## src/rtl/control_pc_unit.sv

```systemverilog
// control_pc_unit
//   Single-cycle instruction decoder and program-counter sequencer for the
//   8-bit processor. Decodes INSTRUCTION[31:24] into ALU / operand-mux /
//   register-file / data-memory controls, resolves j/beq/bne with ZERO,
//   stalls on BUSYWAIT for memory ops, halts on HALT_OPCODE and counts
//   retired instructions.
//
// Ports
//   CLK          rising-edge clock
//   RESET        synchronous, active-low reset
//   INSTRUCTION  [31:24] opcode, [23:16] rd/branch offset, [15:8] rt, [7:0] rs/imm
//   ZERO         ALU zero flag (same cycle)
//   BUSYWAIT     data-memory busy
//   PC           registered program counter
//   ALU_SELECT   000 FWD, 001 ADD, 010 AND, 011 OR, 100 SHIFT, 101 MULT
//   SHIFT_SEL    00 srl, 01 sll, 10 sra, 11 ror
//   IMM_SEL      ALU DATAIN2 from INSTRUCTION[7:0]
//   NEG_SEL      ALU DATAIN2 negated
//   WRITEENABLE  register-file write enable
//   WRITE_SRC    0 ALU result, 1 memory read data
//   MEM_READ     data-memory read strobe
//   MEM_WRITE    data-memory write strobe
//   HALTED       high while halted
//   ILLEGAL      sticky undefined-opcode flag
//   RETIRED      saturating retired-instruction counter
module control_pc_unit #(
   parameter logic [31:0] PC_RESET    = 32'h0000_0000,
   parameter logic [7:0]  HALT_OPCODE = 8'hFF
) (
   input  logic        CLK,
   input  logic        RESET,
   input  logic [31:0] INSTRUCTION,
   input  logic        ZERO,
   input  logic        BUSYWAIT,
   output logic [31:0] PC,
   output logic [2:0]  ALU_SELECT,
   output logic [1:0]  SHIFT_SEL,
   output logic        IMM_SEL,
   output logic        NEG_SEL,
   output logic        WRITEENABLE,
   output logic        WRITE_SRC,
   output logic        MEM_READ,
   output logic        MEM_WRITE,
   output logic        HALTED,
   output logic        ILLEGAL,
   output logic [15:0] RETIRED
);

   typedef enum logic [1:0] {S_RUN, S_STALL, S_HALT} state_t;

   state_t      state_q, state_d;
   logic [31:0] pc_q, pc_d;
   logic        illegal_q, illegal_d;
   logic        halted_q, halted_d;
   logic [15:0] retired_q, retired_d;

   logic [7:0]  opcode;
   logic [7:0]  offset;
   logic [2:0]  dec_alu;
   logic [1:0]  dec_shift;
   logic        dec_imm, dec_neg, dec_we, dec_wsrc, dec_mrd, dec_mwr;
   logic        is_j, is_beq, is_bne, is_halt, is_undef;
   logic        active, is_mem, take;
   logic [31:0] pc_plus4, target;
   logic        unused_bits;

   assign opcode      = INSTRUCTION[31:24];
   assign offset      = INSTRUCTION[23:16];
   assign unused_bits = ^INSTRUCTION[15:0];

   always_comb begin
      dec_alu   = '0;
      dec_shift = '0;
      dec_imm   = 1'b0;
      dec_neg   = 1'b0;
      dec_we    = 1'b0;
      dec_wsrc  = 1'b0;
      dec_mrd   = 1'b0;
      dec_mwr   = 1'b0;
      is_j      = 1'b0;
      is_beq    = 1'b0;
      is_bne    = 1'b0;
      is_halt   = 1'b0;
      is_undef  = 1'b0;
      if (opcode == HALT_OPCODE) begin
         is_halt = 1'b1;
      end else begin
         case (opcode)
            8'h00: begin dec_imm = 1'b1; dec_we = 1'b1; end
            8'h01: dec_we = 1'b1;
            8'h02: begin dec_alu = 3'b001; dec_we = 1'b1; end
            8'h03: begin dec_alu = 3'b001; dec_neg = 1'b1; dec_we = 1'b1; end
            8'h04: begin dec_alu = 3'b010; dec_we = 1'b1; end
            8'h05: begin dec_alu = 3'b011; dec_we = 1'b1; end
            8'h06: is_j = 1'b1;
            8'h07: begin dec_alu = 3'b001; dec_neg = 1'b1; is_beq = 1'b1; end
            8'h08: begin dec_alu = 3'b001; dec_neg = 1'b1; is_bne = 1'b1; end
            8'h09: begin dec_alu = 3'b101; dec_we = 1'b1; end
            8'h0A: begin dec_alu = 3'b100; dec_shift = 2'b01; dec_imm = 1'b1; dec_we = 1'b1; end
            8'h0B: begin dec_alu = 3'b100; dec_shift = 2'b00; dec_imm = 1'b1; dec_we = 1'b1; end
            8'h0C: begin dec_alu = 3'b100; dec_shift = 2'b10; dec_imm = 1'b1; dec_we = 1'b1; end
            8'h0D: begin dec_alu = 3'b100; dec_shift = 2'b11; dec_imm = 1'b1; dec_we = 1'b1; end
            8'h0E: begin dec_mrd = 1'b1; dec_wsrc = 1'b1; dec_we = 1'b1; end
            8'h0F: begin dec_imm = 1'b1; dec_mrd = 1'b1; dec_wsrc = 1'b1; dec_we = 1'b1; end
            8'h10: dec_mwr = 1'b1;
            8'h11: begin dec_imm = 1'b1; dec_mwr = 1'b1; end
            default: is_undef = 1'b1;
         endcase
      end
   end

   // Controls are only live while out of reset and not halted.
   assign active      = RESET && (state_q != S_HALT);
   assign is_mem      = dec_mrd | dec_mwr;
   assign ALU_SELECT  = active ? dec_alu   : '0;
   assign SHIFT_SEL   = active ? dec_shift : '0;
   assign IMM_SEL     = active & dec_imm;
   assign NEG_SEL     = active & dec_neg;
   assign WRITE_SRC   = active & dec_wsrc;
   assign MEM_READ    = active & dec_mrd;
   assign MEM_WRITE   = active & dec_mwr;
   // Loads write back only on the completion cycle.
   assign WRITEENABLE = active & dec_we & ~(dec_mrd & BUSYWAIT);

   assign pc_plus4 = pc_q + 32'd4;
   assign target   = pc_plus4 + {{22{offset[7]}}, offset, 2'b00};
   assign take     = active & (is_j | (is_beq & ZERO) | (is_bne & ~ZERO));

   always_comb begin
      state_d   = state_q;
      pc_d      = pc_q;
      illegal_d = illegal_q;
      halted_d  = halted_q;
      retired_d = retired_q;
      if (state_q != S_HALT) begin
         if (is_halt) begin
            state_d   = S_HALT;
            halted_d  = 1'b1;
            retired_d = (retired_q == '1) ? retired_q : retired_q + 16'd1;
         end else if (is_mem && BUSYWAIT) begin
            state_d = S_STALL;
         end else begin
            state_d   = S_RUN;
            pc_d      = take ? target : pc_plus4;
            retired_d = (retired_q == '1) ? retired_q : retired_q + 16'd1;
            if (is_undef) illegal_d = 1'b1;
         end
      end
   end

   always_ff @(posedge CLK) begin
      if (!RESET) begin
         state_q   <= S_RUN;
         pc_q      <= PC_RESET;
         illegal_q <= 1'b0;
         halted_q  <= 1'b0;
         retired_q <= '0;
      end else begin
         state_q   <= state_d;
         pc_q      <= pc_d;
         illegal_q <= illegal_d;
         halted_q  <= halted_d;
         retired_q <= retired_d;
      end
   end

   assign PC      = pc_q;
   assign HALTED  = halted_q;
   assign ILLEGAL = illegal_q;
   assign RETIRED = retired_q;

endmodule

```

## config.mk

```make
export PLATFORM = sky130hd
export DESIGN_NAME = control_pc_unit
export DESIGN_NICKNAME = d
export VERILOG_FILES = /design/src/rtl/control_pc_unit.sv
export SDC_FILE = /design/constraint.sdc
export NUM_CORES = 1
export LEC_CHECK = 0
export ABC_AREA = 1
export CAP_MARGIN = 15
export CORE_ASPECT_RATIO = 1.25
export CORE_MARGIN = 3
export CORE_UTILIZATION = 60
export DETAILED_ROUTE_END_ITERATION = 16
export HOLD_SLACK_MARGIN = 0.08
export PLACE_DENSITY_LB_ADDON = 0.3
export SLEW_MARGIN = 30
export SYNTH_ARGS = -nofsm -noshare
export SYNTH_HDL_FRONTEND = slang
export SYNTH_SLANG_ARGS = --single-unit
```

## constraint.sdc

```tcl
create_clock -name CLK -period 4.35 [get_ports CLK]
set_input_delay 0.87 -clock CLK [delete_from_list [all_inputs] [get_ports CLK]]
set_output_delay 0.87 -clock CLK [all_outputs]
set_load 0.03 [all_outputs]
```

==> flow_summary.toml <==
[floorplan]
core_area_um2 = 9320
boundaryPins = 97
rows = 39
die_h_um = 117
die_width_um = 94.4
floorplan.initialDensity_pct = 62.9
die_area_um2 = 11000

[routing]
route.met3.wl_um = 1140
wirelength_um = 17500
routedWlPerCell_um = 14.3
vias = 6825
via_per_inst = 5.59
top_layer_used = "met4"
route.met2.wl_um = 8470
antenna_left = 0
wl_met1_um = 7090
drcViolationCount = 0
first_iter_violations = 452
drtPass1Iterations = 5

[cells_and_area]
n_antenna_cell = 0
area_delta_synth_final_pct = 16.7
finalNetCount = 1172
drive_gt1_share_pct = 6.28

[global_routing]
grt_max_degree = 32
grt-ovfl-total = 0
grt_pass1_wl_um = 28500
track_usage_pct = 32.3
antenna_found_initial = 0
grt_pass1_vias = 6184

[cts]
clk_pin_slew_worst_paths_ns = 0.07
post_cts_buffers = 0
cts.sinks = 50
insertion_delay_ns = 0.30
cts_tree = "done"
cts-buffers-inserted = 5
cts-htree-levels = 2
cts_resized = 0
cts_root_buffer = "clkbuf_16"
clockBufferDepth = 2
hold_buffers = 0

[timing]
fin_crit_ns = 3.44
holdWs_ns = 0.478
max_slew_margin_pct = 60.4
hold_viol = 0
slew_violations = 0
clock.fmax_mhz = 291
post-route-period-util_pct = 79.0
rsz0062_at_grt = "false"
fin_skew_ns = 0.00804
setup_viol = 0
setup_tns_ns = 0
worst_pin_slew_ns = 0.589

[logic_synthesis]
synthDistinctLibCells = 48
synthMuxAreaShare_pct = 0
yosys_warnings = 0
synthCells = 1026
ys_seq_elements = 50
synth_compound_area_share_pct = 14.4
synthAdderAreaFrac_pct = 8.45
syn_avg_cell_area_um2 = 5.72
synth-seq-area-share_pct = 17.1
synthXorXnorAreaFrac_pct = 5.38
syn_area_um2 = 5870
synthSimpleGateAreaFrac_pct = 42.2
synth_top_family_by_area = "simple AND/OR/NAND/NOR gates"

[worst_setup_path]
critPathRequiredTime_ns = 3.48
crit_fanout = 4
end_kind = "primary output"
startpoint_type = "input pin"
worstPathArrival_ns = 2.57
worstSetupPathType = "in -> out"

[power]
leakage_nw = 3.39
p_per_area_nw_per_um2 = 174
peakVddDrop_mv = 0.140

[status]
status = "finished clean"

[placement]
port_buffers = 78
hpwlAfterDp_um = 13800
gp_congestion = 1.02

[job]
maxCapViolations = 0

[min_path]
min_path_type = "reg -> reg"
==> metrics by stage <==
stage | total power [mW] | area [um2] | util [%] | setup slack [ns] | cells
floorplan | 0.693 | 5870 | - | 1.24 | 1027
global placement | 0.781 | 6700 | 71.8 | 0.944 | 1213
detailed placement | 0.787 | 6700 | 71.8 | 0.910 | 1213
CTS | 1.19 | 6840 | 73.4 | 0.909 | 1221
global route | 1.24 | 6840 | 73.4 | 0.726 | 1221
finish | 1.19 | 6840 | 73.4 | 0.914 | 1221
==> worst paths after layout <==
check                  startpoint              endpoint  slack (ns)  cells past startpoint
max               INSTRUCTION[29]           WRITEENABLE        0.91                     11
min          ILLEGAL$_SDFFE_PN0P_  ILLEGAL$_SDFFE_PN0P_        0.48                      2
max reg2reg    PC[2]$_SDFFE_PN0P_   PC[29]$_SDFFE_PN0P_        0.94                     20
min reg2reg  ILLEGAL$_SDFFE_PN0P_  ILLEGAL$_SDFFE_PN0P_        0.48                      2
==> routing by layer <==
layer,GRT usage (%),vias to the layer above
met3,4.06,58
met5,0,-
met1,39.4,3049
met2,55.7,281
li1,-,3437
met4,16.0,0
==> power by group <==
group          switching [mW]  total [mW]  internal (mW)
Combinational           0.185       0.295          0.110
Sequential             0.0172       0.486          0.469
Clock                   0.193       0.409          0.216
Total                   0.395        1.19          0.795
==> Yosys cell counts, drive strengths merged <==
| cell | instances | area (um2) |
|---|---|---|
| o21ai | 48 | 244 |
| o211ai | 4 | 30.0 |
| a21o | 3 | 22.5 |
| a22o | 1 | 8.76 |
| nand2 | 314 | 1200 |
| nand3 | 90 | 450 |
| and2 | 4 | 25.0 |
| o21a | 2 | 15.0 |
| conb | 1 | 3.75 |
| or2 | 6 | 37.5 |
| o21bai | 5 | 37.5 |
| a22oi | 1 | 7.51 |
| a21oi | 77 | 434 |
| xnor2 | 5 | 43.8 |
| nor2 | 112 | 458 |
| a41oi | 1 | 8.76 |
| nor3 | 18 | 106 |
| clkbuf | 5 | 18.8 |
| a31oi | 2 | 27.5 |
| o2111ai | 1 | 8.76 |
| fa | 1 | 20.0 |
| xor2 | 31 | 272 |
| inv | 162 | 608 |
| buf | 15 | 100 |
| and3 | 1 | 6.26 |
| dfxtp | 50 | 1000 |
| clkinv | 1 | 5.00 |
| nand3b | 2 | 15.0 |
| nor4 | 4 | 40.0 |
| ha | 38 | 475 |
| nand4 | 21 | 131 |
==> cells by family after synthesis <==
group | count (synthesis)
other | 1
and+or+nand+nor | 572
buffers and inverters | 183
adders and majority gates | 39
DFF | 50
xor gates and xnor gates | 36
AOI/OAI and AO/OA | 145
==> worst max-delay path, stage by stage <==
cell	delay, ns
clkdlybuf4s50_1	0.47
nor2_2	0.16
nand2_2	0.12
nor2_4	0.14
o21ai_0	0.14
nand2_1	0.09
nand2_1	0.05
nand3_1	0.10
o21ai_0	0.10
a21oi_1	0.15
buf_4	0.18
==> cell usage in the layout, fill, tap and decap left out, types with 5 or more instances in the layout <==
master,instances
a21oi_1,66
a21oi_2,10
buf_4,16
clkbuf_16,5
clkdlybuf4s50_1,67
dfxtp_1,50
ha_1,38
inv_1,156
inv_2,6
nand2_1,308
nand3_1,90
nand4_1,21
nor2_1,101
nor2_2,9
nor3_1,16
o21ai_0,40
o21ai_1,7
o21bai_1,5
or2_2,5
xnor2_1,5
xor2_1,31
==> state kept, by name (all words and copies together) (netlist names) <==
signal and cells:
PC 30, RETIRED 16, state_q 2, HALTED 1, ILLEGAL 1
==> final cells by class <==
| cell class | instances | area (um2) |
|---|---|---|
| Clock inverter | 3 | 23.8 |
| Sequential cell | 50 | 1000 |
| Fill cell | 842 | 2480 |
| Timing Repair Buffer | 83 | 791 |
| Clock buffer | 5 | 125 |
| Inverter | 163 | 613 |
| Tap cell | 123 | 154 |
| Multi-Input combinational cell | 794 | 4140 |
(Power assumes the default switching activity.)
